### config.mk
export PLATFORM = sky130hd
export DESIGN_NAME = palette_ram_rgb
export DESIGN_NICKNAME = d
export VERILOG_FILES = /design/src/rtl/palette_pkg.sv /design/src/rtl/palette_mem.sv /design/src/rtl/palette_ram_rgb.sv
export SDC_FILE = /design/constraint.sdc
export NUM_CORES = 1
export LEC_CHECK = 0
export ABC_AREA = 1
export BUFFER_PORTS_ARGS = -buffer_cell sky130_fd_sc_hd__buf_2
export CELL_PAD_IN_SITES_DETAIL_PLACEMENT = 1
export CELL_PAD_IN_SITES_GLOBAL_PLACEMENT = 2
export CORE_MARGIN = 1.5
export CORE_UTILIZATION = 37
export CTS_CLUSTER_SIZE = 8
export DETAILED_ROUTE_END_ITERATION = 10
export MAX_ROUTING_LAYER = met4
export PLACE_DENSITY = 0.9
export SLEW_MARGIN = 5
export SYNTH_ARGS = -nofsm -noshare
export SYNTH_HDL_FRONTEND = slang
export SYNTH_HIERARCHICAL = 1
export SYNTH_SLANG_ARGS = --single-unit
export TNS_END_PERCENT = 5
### constraint.sdc
create_clock -name Clk -period 18.5 [get_ports Clk]
set_input_delay 3.7 -clock Clk [delete_from_list [all_inputs] [get_ports Clk]]
set_output_delay 3.7 -clock Clk [all_outputs]
set_load 0.02 [all_outputs]
### src/rtl/palette_pkg.sv
`default_nettype none
// ---------------------------------------------------------------------------
// palette_pkg : shared types and reset palette for palette_ram_rgb
// Rev 1.0
// ---------------------------------------------------------------------------
package palette_pkg;

  localparam int LATENCY = 2;
  localparam int DEFAULT_COLOR_W = 8;

  typedef struct packed {
    logic [DEFAULT_COLOR_W-1:0] R;
    logic [DEFAULT_COLOR_W-1:0] G;
    logic [DEFAULT_COLOR_W-1:0] B;
  } rgb_t;

  localparam rgb_t PALETTE_DEFAULT [16] = '{
    24'h0000FF, 24'h9C2E99, 24'h5E2464, 24'hB4FF00,
    24'hF2E571, 24'hA9814A, 24'hDAEFDE, 24'h294656,
    24'hA9BDC5, 24'h990000, 24'h000099, 24'h00FFFF,
    24'hFFFF00, 24'hFF0000, 24'h00FF00, 24'h0000FF
  };

endpackage
`default_nettype wire

### src/rtl/palette_mem.sv
`default_nettype none
// ---------------------------------------------------------------------------
// palette_mem : register-array palette, 1 write port, 1 async read port
// Rev 1.0
// ---------------------------------------------------------------------------
module palette_mem
  import palette_pkg::*;
#(
  parameter int IDX_W   = 4,
  parameter int COLOR_W = 8
) (
  input  logic                 clk,
  input  logic                 rst,
  input  logic                 we,
  input  logic [IDX_W-1:0]     waddr,
  input  logic [3*COLOR_W-1:0] wdata,
  input  logic [IDX_W-1:0]     raddr,
  output logic [3*COLOR_W-1:0] rdata
);

  localparam int DEPTH = 1 << IDX_W;

  logic [3*COLOR_W-1:0] mem [DEPTH];

  // Fit an 8-bit default channel into COLOR_W bits, MSB-aligned.
  function automatic logic [COLOR_W-1:0] scale(input logic [7:0] c);
    logic [COLOR_W+7:0] t;
    t = {c, COLOR_W'(0)};
    return t[COLOR_W+7 -: COLOR_W];
  endfunction

  function automatic logic [3*COLOR_W-1:0] init_word(input int i);
    logic [3:0] k;
    rgb_t       d;
    k = i[3:0];
    d = PALETTE_DEFAULT[k];
    if (i < 16) return {scale(d.R), scale(d.G), scale(d.B)};
    return '1;
  endfunction

  always_ff @(posedge clk or posedge rst) begin
    if (rst) begin
      for (int i = 0; i < DEPTH; i++) mem[i] <= init_word(i);
    end else if (we) begin
      mem[waddr] <= wdata;
    end
  end

  assign rdata = mem[raddr];

endmodule
`default_nettype wire

### src/rtl/palette_ram_rgb.sv
`default_nettype none
// ---------------------------------------------------------------------------
// palette_ram_rgb : 2-stage palette lookup with transparency and dimming
// Rev 1.0
// ---------------------------------------------------------------------------
module palette_ram_rgb
  import palette_pkg::*;
#(
  parameter int IDX_W   = 4,
  parameter int COLOR_W = 8
) (
  input  logic                 Clk,
  input  logic                 Reset,
  input  logic                 pix_valid_in,
  input  logic [IDX_W-1:0]     colorIdx,
  input  logic [IDX_W-1:0]     backcolorIdx,
  input  logic                 transp_en,
  input  logic [1:0]           bright_shift,
  input  logic                 wr_en,
  input  logic [IDX_W-1:0]     wr_addr,
  input  logic [3*COLOR_W-1:0] wr_rgb,
  output logic [COLOR_W-1:0]   R,
  output logic [COLOR_W-1:0]   G,
  output logic [COLOR_W-1:0]   B,
  output logic                 pix_valid_out
);

  logic [IDX_W-1:0]     eff_idx;
  logic                 v1;
  logic [3*COLOR_W-1:0] mem_word;
  logic [3*COLOR_W-1:0] rd_word;
  logic                 fwd_hit;

  always_ff @(posedge Clk or posedge Reset) begin
    if (Reset) begin
      eff_idx <= '0;
      v1      <= 1'b0;
    end else begin
      eff_idx <= (transp_en && colorIdx == '0) ? backcolorIdx : colorIdx;
      v1      <= pix_valid_in;
    end
  end

  palette_mem #(
    .IDX_W   (IDX_W),
    .COLOR_W (COLOR_W)
  ) u_mem (
    .clk   (Clk),
    .rst   (Reset),
    .we    (wr_en),
    .waddr (wr_addr),
    .wdata (wr_rgb),
    .raddr (eff_idx),
    .rdata (mem_word)
  );

  // Write-first: a same-cycle write to the entry being read wins.
  assign fwd_hit = wr_en && (wr_addr == eff_idx);
  assign rd_word = fwd_hit ? wr_rgb : mem_word;

  always_ff @(posedge Clk or posedge Reset) begin
    if (Reset) begin
      R             <= '0;
      G             <= '0;
      B             <= '0;
      pix_valid_out <= 1'b0;
    end else begin
      pix_valid_out <= v1;
      if (v1) begin
        R <= rd_word[3*COLOR_W-1 -: COLOR_W] >> bright_shift;
        G <= rd_word[2*COLOR_W-1 -: COLOR_W] >> bright_shift;
        B <= rd_word[COLOR_W-1   -: COLOR_W] >> bright_shift;
      end else begin
        R <= '0;
        G <= '0;
        B <= '0;
      end
    end
  end

endmodule
`default_nettype wire

==> summary.txt, run 1 <==
CTS
  – Level count of the clock H-tree: 2
  – CTS clk-pin slew, worst paths: 0.05 ns
  – Setup Buffers After CTS: 0
  – Cts hold-fix bufs: 0
  – TritonCTS buffer count: 58
  – TritonCTS Sinks: 414
  – CTS root buf: clkbuf_16
  – CTS tree: built
  – Post-CTS sizing: 0
  – Clk_lat worst skew: 0.62 ns
  – Clock buffer depth: 3

Worst setup path
  – CP Class: primary input to async pin
  – Worst Path Buf+Inv: 4
  – Critical Path AT: 6.12 ns
  – Worst flop-to-flop path startpoint: eff_idx[1]$_DFF_PP0_
  – Critical Path RT: 19.12 ns
  – Worst-path cell chain: buf_2, inv_8, buf_4, buf_4
  – CP delay by family, top: buffers and inverters
  – Slowest stage cell on the critical path: buf_4
  – Most frequent CP cell: buf_4
  – Worst r2r dst: R[2]$_DFF_PP0_
  – CP peak stage delay: 0.81 ns
  – Crit path from: Reset
  – Worst Reg-to-Reg Cells: 10
  – Peak fanout along the critical path: 107
  – Reg2reg setup slack: 14.59 ns
  – Critical path launch point type: primary input
  – Worst Setup End Kind: async pin

Flow run
  – Max-cap violations: 0

STA
  – Slew headroom: 12.9%
  – Fin crit period: 5.50 ns
  – Setup_tns: 0 ns
  – Max Freq: 0.182 GHz
  – Hold Vio Cnt, Final: 0
  – Worst hold margin: 0.406 ns
  – Max Slew Vio Count: 0
  – Setup violations, final: 0
  – Period utilization: 29.7%
  – Measured slew at the worst slew-check pin: 1.31 ns
  – Worst Setup Slack, final: 13.00 ns
  – Clock skew: 0.0288 ns
  – RSZ-0062 raised after global routing: no

Floorplanning
  – Row cnt: 86
  – Die H: 241 µm
  – Initial Util: 37.7%
  – Die width: 241 µm
  – DIE AREA: 57,900 µm²
  – # IOs: 68
  – Core Area: 55,400 µm²

Yosys
  – Synthesized area per cell: 7.65 µm²
  – Synth Warn #: 6
  – Synth top area cells: dfrtp_1, dfstp_2, nand2_1
  – Synthesized area: 20,900 µm²
  – Post-synthesis cell type count: 28
  – Gate Count Post-Synth: 2,731
  – Syn Nets: 2,774
  – Flops & latches, synth: 414
  – Sequential element share of the synthesized area: 50.6%
  – Synth top area share: 29.1%
  – Synth area leader: dfrtp_1

Route
  – Avg WL per Cell: 19.9 µm
  – Final WL: 69,100 µm
  – Vias per std cell: 5.24
  – Detail Route Antenna Nets: 0
  – DR pass1 iterations: 5
  – Total number of vias: 18,242
  – Detailed-route DRC error count: 0
  – Starting DRT DRC Count: 1,153

Final layout
  – Diodes inserted: 0
  – P&R area growth vs syn: 10.2%
  – Fin nets: 2,727
  – Non-filler cells in the finished layout: 3,479
  – Final core occ: 41.6%
  – Layout cell share with drive strength beyond 1: 14.3%

Power
  – VDD IR max: 77.2 µV
  – Leak: 11.2 nW
  – Cell Pwr Density: 119 nW/µm²

Hold path
  – Worst Hold End: pix_valid_out$_DFF_PP0_
  – Hold Path Class: register to register
  – Hold Crit Start: v1$_DFF_PP0_
  – WHS Path Cells: 0

GRT
  – Vias in the first global route: 19,307
  – Initial antenna violation count: 0
  – Wire length of the first global-routing pass: 109,000 µm
  – GRT Total Usage: 25.2%
  – Largest net degree at the start of global routing: 157
  – Grt ovf: 0

Placed design
  – RePlAce Congestion: 0.893
  – Dpl cells: 3,372
  – PortBufs: 67
  – Placement-stage worst setup slack: 12.26 ns
  – Final HPWL DP: 40,800 µm

Outcome
  – Status: complete, no violations
-- Yosys cell counts (all sizes together) --
cell type / n
nand2: 929
nand3: 390
o21ai: 385
inv: 365
dfrtp: 243
dfstp: 171
buf: 112
clkbuf: 85
nand4: 24
nor2: 18
nor3: 4
o21bai: 3
clkinv: 2
-- registers in the layout, indices dropped and copies added (netlist names) --
signal and flops:
v1 1, G 8, pix_valid_out 1, eff_idx 4
B 8, u_mem/mem 384, R 8
-- cell usage in the layout, fill, tap and decap left out, drive strengths merged --
cell,instances
nor2,18
clkinv,4
dfstp,171
dfrtp,243
clkbuf,106
o21ai,385
nor3,4
inv,364
o21bai,3
nand4,24
buf,90
nand3,390
nand2,929
-- where the power goes --
| part | internal, mW | switching [mW] | total [mW] |
|---|---|---|---|
| Sequential | 1.15 | 0.0909 | 1.24 |
| Clock | 0.611 | 0.400 | 1.01 |
| Combinational | 0.163 | 0.321 | 0.484 |
| Total | 1.92 | 0.812 | 2.73 |
-- kinds of logic (layout without fill, tap and decap cells) --
logic type | Yosys count | count (layout) | synth area share [%]
and+or+nand+nor | 1365 | 1365 | 27.7
AOI/OAI and AO/OA | 388 | 388 | 9.83
DFF | 414 | 414 | 50.6
buffers and inverters | 564 | 564 | 11.9
-- area by class of cell --
class | count | area, µm²
fill | 6856 | 32400
inverter | 367 | 1390
clock inverter | 1 | 8.76
timing repair buffer | 90 | 520
sequential | 414 | 10600
tap | 748 | 936
multi-input combinational | 1753 | 7880
clock buffer | 106 | 1710
-- worst max path at each step --
stage	slack [ns]	cells after the start	to
floorplan	4.41	1	u_mem/mem[10]$_DFFE_PP0P_
global placement	12.33	4	u_mem/mem[113]$_DFFE_PP0P_
detailed placement	12.26	4	u_mem/mem[161]$_DFFE_PP0P_
CTS	12.89	4	u_mem/mem[161]$_DFFE_PP0P_
global route	12.64	4	u_mem/mem[161]$_DFFE_PP0P_
finish	13.00	4	u_mem/mem[161]$_DFFE_PP0P_
-- worst register-to-register path, delay by kind of cell, from the launching register on --
kind                   cells  cell delay, ns
buffers and inverters      2            1.70
and+or+nand+nor            8            1.21
DFF                        1            0.86
-- metal layers --
| metal | track usage (%) | up-vias | part of all wire [%] |
|---|---|---|---|
| met1 | 31.4 | 9284 | 45 |
| met4 | 9.74 | 0 | 3.6 |
| li1 | - | 8469 | - |
| met2 | 41.7 | 355 | 48 |
| met5 | - | - | 0 |
| met3 | 3.39 | 134 | 3.8 |
-- stage by stage --
step | total power, mW | area [µm²]
final | 2.73 | 23000
after global routing | 2.89 | 23000
after CTS | 2.76 | 23000
after detailed placement | 1.73 | 21300
after global placement | 1.69 | 21300
after floorplan | 1.58 | 20900
Note: power is estimated with default switching activity, not from simulation.
==> run 2: changes to the inputs <==
==> constraint.sdc (replaced) <==
create_clock -name Clk -period 5.1 [get_ports Clk]
set_input_delay 1.02 -clock Clk [delete_from_list [all_inputs] [get_ports Clk]]
set_output_delay 1.02 -clock Clk [all_outputs]
set_load 0.02 [all_outputs]
==> run 2 against run 1 <==
Effect of this change: register-to-register slack got worse by 13 ns; setup slack got worse by 11 ns; largest cell class unchanged; critical path depth rose by 7; via count about the same; sequential share of layout area hardly changed; final cell count increased by 0.17%; clock skew hardly changed; power increased to 3.6 times the previous value; highest routed layer unchanged; global-route usage up 0.63 points; wire length grew 1.7%; sequential power rose to 3.6 times the previous value.
==> summary.txt, run 2 (same netlist as run 1, synthesis figures left out) <==
Route
  – Detail Route Antenna Nets: 0
  – Total number of vias: 18,244
  – Avg WL per Cell: 20.2 µm
  – Detailed-route DRC error count: 0
  – Vias per std cell: 5.24
  – Starting DRT DRC Count: 1,236
  – DR pass1 iterations: 5
  – Final WL: 70,300 µm

Worst setup path
  – CP peak stage delay: 0.77 ns
  – CP Class: register to register
  – Worst Path Buf+Inv: 2
  – Most frequent CP cell: nand3_1
  – Critical Path RT: 5.60 ns
  – Critical Path AT: 3.79 ns
  – Critical path launch point type: register
  – Worst Setup End Kind: register
  – Worst-path cell chain: inv_6, buf_4, nand2_1, nand3_1, nand3_1, nand3_1, nand2_1, nand2_1, nand3_1, nand3_1, nand2_1
  – Peak fanout along the critical path: 91
  – CP delay by family, top: buffers and inverters
  – Slowest stage cell on the critical path: inv_6

CTS
  – Level count of the clock H-tree: 2
  – Clk_lat worst skew: 0.64 ns
  – TritonCTS buffer count: 57
  – CTS tree: built
  – Clock buffer depth: 3
  – TritonCTS Sinks: 414
  – Cts hold-fix bufs: 0
  – CTS root buf: clkbuf_16
  – CTS clk-pin slew, worst paths: 0.05 ns
  – Post-CTS sizing: 0
  – Setup Buffers After CTS: 0

STA
  – RSZ-0062 raised after global routing: no
  – Setup_tns: 0 ns
  – Measured slew at the worst slew-check pin: 1.18 ns
  – Fin crit period: 3.29 ns
  – Clock skew: 0.0285 ns
  – Slew headroom: 21.2%
  – Hold Vio Cnt, Final: 0
  – Setup violations, final: 0
  – Max Freq: 0.304 GHz
  – Period utilization: 64.5%
  – Worst hold margin: 0.409 ns
  – Max Slew Vio Count: 0

Final layout
  – Largest register FFs: 384
  – P&R area growth vs syn: 10.2%
  – Layout cell share with drive strength beyond 1: 14.4%
  – # fillers: 6,875
  – Final core occ: 41.6%
  – Most common cell after layout, fill and taps aside: nand2_1
  – Biggest register: u_mem/mem
  – Most frequent cells in the layout: nand2_1, nand3_1, inv_1
  – Fin nets: 2,732

Placed design
  – PortBufs: 67
  – Final HPWL DP: 41,500 µm
  – RePlAce Congestion: 0.916

GRT
  – Initial antenna violation count: 1
  – Largest net degree at the start of global routing: 170
  – Grt ovf: 0
  – Vias in the first global route: 19,413
  – Wire length of the first global-routing pass: 112,000 µm
  – GRT Total Usage: 25.9%

Floorplanning
  – # IOs: 68
  – Row cnt: 86
  – Core Area: 55,400 µm²
  – Die H: 241 µm
  – DIE AREA: 57,900 µm²
  – Initial Util: 37.7%
  – Die width: 241 µm

Outcome
  – Status: complete, no violations

Hold path
  – Hold Path Class: register to register

Flow run
  – Max-cap violations: 0

Power
  – VDD IR max: 267 µV
  – Cell Pwr Density: 427 nW/µm²
  – Leak: 11.2 nW
[run 2: final timing paths]
path	cells past startpoint	slack [ns]	to	start
max in group asynchronous	3	3.20	u_mem/mem[30]$_DFFE_PP0P_	Reset
min reg2reg	0	0.41	pix_valid_out$_DFF_PP0_	v1$_DFF_PP0_
min in group asynchronous	3	0.50	eff_idx[1]$_DFF_PP0_	Reset
min	0	0.41	pix_valid_out$_DFF_PP0_	v1$_DFF_PP0_
max reg2reg	11	1.81	G[4]$_DFF_PP0_	eff_idx[0]$_DFF_PP0_
max	11	1.81	G[4]$_DFF_PP0_	eff_idx[0]$_DFF_PP0_
[run 2: worst reg2reg max path: stages, from the launching register on]
cell and delay (ns):
dfrtp_4 0.75, inv_6 0.79, buf_4 0.50, nand2_1 0.12
nand3_1 0.09, nand3_1 0.12, nand3_1 0.16, nand2_1 0.20
nand2_1 0.14, nand3_1 0.10, nand3_1 0.10, nand2_1 0.08
[run 2: layout make-up]
class | instances | area, µm² | area share (%)
Multi-Input combinational cell | 1753 | 7880 | 34.2
Inverter | 367 | 1390 | 6.04
Clock inverter | 3 | 37.5 | 0.163
Timing Repair Buffer | 96 | 603 | 2.62
Tap cell | 748 | 936 | 4.06
Clock buffer | 103 | 1600 | 6.94
Antenna cell | 1 | 2.50 | 0.0109
Sequential cell | 414 | 10600 | 45.9
[run 2: layer usage]
layer  wire length, µm  track usage, %  vias to the layer above
met5                 0               -                        -
met2             33300            42.1                      444
li1                  -               -                     8488
met3              3970            4.76                      148
met4              2550            9.80                        0
met1             30500            32.0                     9164
[run 2: per-stage QoR]
stage	total power, mW	std cells	instance area [µm²]	setup WS [ns]
4_1_cts	9.93	3484	23000	1.82
3_5_place_dp	6.29	3378	21400	1.81
6_report	9.83	3485	23000	1.81
3_3_place_gp	6.16	3378	21400	1.83
5_1_grt	10.4	3485	23000	1.61
2_1_floorplan	5.74	2731	20900	-0.942
[run 2: power breakdown]
group / switching (mW) / internal [mW] / total [mW]
Sequential: 0.335 / 4.16 / 4.50
Combinational: 1.17 / 0.596 / 1.77
Clock: 1.48 / 2.09 / 3.57
==> run 3: changes to the inputs <==
--- a/config.mk
+++ b/config.mk
@@ -5,16 +5,16 @@
 export SDC_FILE = /design/constraint.sdc
 export NUM_CORES = 1
 export LEC_CHECK = 0
-export ABC_AREA = 1
+export ABC_AREA = 0
 export BUFFER_PORTS_ARGS = -buffer_cell sky130_fd_sc_hd__buf_2
 export CELL_PAD_IN_SITES_DETAIL_PLACEMENT = 1
 export CELL_PAD_IN_SITES_GLOBAL_PLACEMENT = 2
 export CORE_MARGIN = 1.5
-export CORE_UTILIZATION = 37
+export CORE_UTILIZATION = 40
 export CTS_CLUSTER_SIZE = 8
 export DETAILED_ROUTE_END_ITERATION = 10
 export MAX_ROUTING_LAYER = met4
-export PLACE_DENSITY = 0.9
+export PLACE_DENSITY = 0.84
 export SLEW_MARGIN = 5
 export SYNTH_ARGS = -nofsm -noshare
 export SYNTH_HDL_FRONTEND = slang
==> constraint.sdc (replaced) <==
create_clock -name Clk -period 2.7 [get_ports Clk]
set_input_delay 0.54 -clock Clk [delete_from_list [all_inputs] [get_ports Clk]]
set_output_delay 0.54 -clock Clk [all_outputs]
set_load 0.02 [all_outputs]
==> run 3 against run 2 <==
Effect of this change: global-route usage shrank 3.9 points; clock power is 88% higher; design area is 3.3% lower; sequential power rose by 96%.
==> summary.txt, run 3 <==
GRT
  – Wire length of the first global-routing pass: 80,600 µm
  – Grt ovf: 0
  – Vias in the first global route: 12,989
  – Initial antenna violation count: 4
  – GRT Total Usage: 22.0%
  – Largest net degree at the start of global routing: 97

Floorplanning
  – Core Area: 47,600 µm²
  – DIE AREA: 49,600 µm²
  – Row cnt: 80
  – Initial Util: 40.5%
  – Die width: 223 µm
  – # IOs: 68
  – Die H: 223 µm

Worst setup path
  – Peak fanout along the critical path: 33
  – Critical Path RT: 3.12 ns
  – Worst Setup End Kind: register
  – Worst flop-to-flop path startpoint: eff_idx[0]$_DFF_PP0_
  – Critical path launch point type: register
  – Critical Path AT: 2.90 ns
  – CP Class: register to register
  – Crit path from: eff_idx[0]$_DFF_PP0_

STA
  – Slew headroom: 52.7%
  – Fin crit period: 2.48 ns
  – Clock skew: 0.0138 ns
  – Worst hold margin: 0.0746 ns
  – Max Slew Vio Count: 0
  – Hold Vio Cnt, Final: 0
  – Period utilization: 91.8%
  – Setup violations, final: 0
  – Measured slew at the worst slew-check pin: 0.709 ns
  – Max Freq: 0.404 GHz
  – RSZ-0062 raised after global routing: no

Final layout
  – Most frequent cells in the layout: mux2_2, dfrtp_1, dfstp_2
  – # fillers: 4,582
  – Final core occ: 46.7%
  – Area of the multi-input gates: 8240 µm²
  – Layout cell share with drive strength beyond 1: 65.3%
  – Most common cell after layout, fill and taps aside: mux2_2
  – Finished Cell Area: 22,300 µm²
  – Largest register FFs: 384
  – Non-filler cells in the finished layout: 1,965
  – Fin nets: 1,343
  – Sequential standard cell area: 10,600 µm²
  – P&R area growth vs syn: 15.4%
  – Biggest register: u_mem/mem

Route
  – DR pass1 iterations: 5
  – Starting DRT DRC Count: 645
  – Detailed-route DRC error count: 0
  – Detail Route Antenna Nets: 0
  – Vias per std cell: 5.73
  – Total number of vias: 11,263
  – Avg WL per Cell: 26.2 µm
  – Final WL: 51,400 µm

Yosys
  – Synthesized area: 19,300 µm²
  – Commonest cells post-synth: mux2_2, dfrtp_1, dfstp_2, mux4_2, a22oi_1
  – Synth area leader: dfrtp_1
  – Synth Warn #: 6
  – EDFF count, synth: 0
  – Top-count cell post-synth: mux2_2
  – Synth top area share: 31.5%
  – Synth top area cells: dfrtp_1, dfstp_2, mux2_2
  – Sequential element share of the synthesized area: 54.8%
  – Syn Nets: 1,266
  – Post-synthesis cell type count: 43
  – Most used DFF post-synth: dfrtp_1
  – Gate Count Post-Synth: 1,223
  – Synthesized area per cell: 15.8 µm²
  – Share of flip-flops with an asynchronous set or reset: 100%
  – Flops & latches, synth: 414

CTS
  – TritonCTS buffer count: 57
  – CTS root buf: clkbuf_16
  – CTS tree: built
  – Post-CTS sizing: 0
  – CTS clk-pin slew, worst paths: 0.05 ns
  – Clock buffer depth: 3
  – Level count of the clock H-tree: 2
  – TritonCTS Sinks: 414
  – Clk_lat worst skew: 0.58 ns
  – Cts hold-fix bufs: 0
  – Setup Buffers After CTS: 0

Hold path
  – Hold Path Class: primary input to register
  – Hold Crit Start: pix_valid_in

Power
  – Clock power share: 35.6%
  – Int Power: 14.1 mW
  – Overall Power: 18.8 mW
  – Leak: 9.25 nW
  – Sw frac: 25.3%
  – Comb power frac: 17.6%
  – Seq pwr share: 46.8%
  – Switching power: 4.76 mW
  – Cell Pwr Density: 845 nW/µm²
  – VDD IR max: 419 µV

Placed design
  – Placed cell areas: 20,600 µm²
  – Dpl cells: 1,856
  – PortBufs: 67
  – Final HPWL DP: 31,300 µm
  – RePlAce Congestion: 0.791

Flow run
  – Max-cap violations: 0

Outcome
  – Status: complete, no violations
-- run 3: cell count changes after synthesis, sizes merged, moves of 40 or more --
cell | before | now
clkbuf | 85 | 45
a22oi | 0 | 48
nand3 | 390 | 6
buf | 112 | 60
o21ai | 385 | 2
mux4 | 0 | 96
nand2 | 929 | 41
mux2 | 0 | 404
inv | 365 | 3
-- run 3: path summary, 6_finish.rpt --
kind	to	slack, ns	cells past startpoint
min in group asynchronous	u_mem/mem[117]$_DFFE_PP0P_	0.09	2
max in group asynchronous	u_mem/mem[227]$_DFFE_PP1P_	1.67	3
max	R[0]$_DFF_PP0_	0.22	6
max reg2reg	R[0]$_DFF_PP0_	0.22	6
min	v1$_DFF_PP0_	0.07	1
min reg2reg	pix_valid_out$_DFF_PP0_	0.45	0
-- run 3: per-layer routing --
layer  global-route usage (%)  wire length, µm
met5                        -                0
met4                     7.66             1460
met3                     3.32             2090
met2                     36.1            25800
met1                     27.7            22100
-- run 3: cells by family after synthesis --
group	Yosys count	synth area share [%]
AO/OA/AOI/OAI	76	2.91
XOR/XNOR	4	0.181
buffers and inverters	108	2.95
flip-flops	414	54.8
multiplexers	532	36.8
AND/OR/NAND/NOR	89	2.38
-- run 3: metrics by stage --
step                TNS (ns)  setup WS, ns
finish                     0         0.222
floorplan            -864.04         -2.86
detailed placement         0         0.153
global route               0        0.0693
global placement           0         0.188
CTS                        0         0.206
-- run 3: final cells by class --
cell class	count	area share, %
clock buffer	104	7.43
tap	615	3.46
multi-input combinational	701	37.0
clock inverter	1	0.0393
antenna	4	0.0449
inverter	3	0.0674
timing repair buffer	123	4.46
sequential	414	47.5
-- run 3: power groups by stage --
stage	Sequential, mW	Clock, mW	Combinational (mW)
finish	8.81	6.70	3.31
global route	8.98	7.10	3.56
CTS	8.80	6.84	3.33
detailed placement	8.86	0	3.29
global placement	8.73	0	3.14
floorplan	8.60	0	2.54
-- run 3: worst max-delay path: stages (launching register included) --
cell and delay, ns:
dfrtp_4 0.51, buf_12 0.29, mux4_2 0.56, a22oi_1 0.27, nand2_1 0.12, mux2i_1 0.32, o221ai_1 0.20
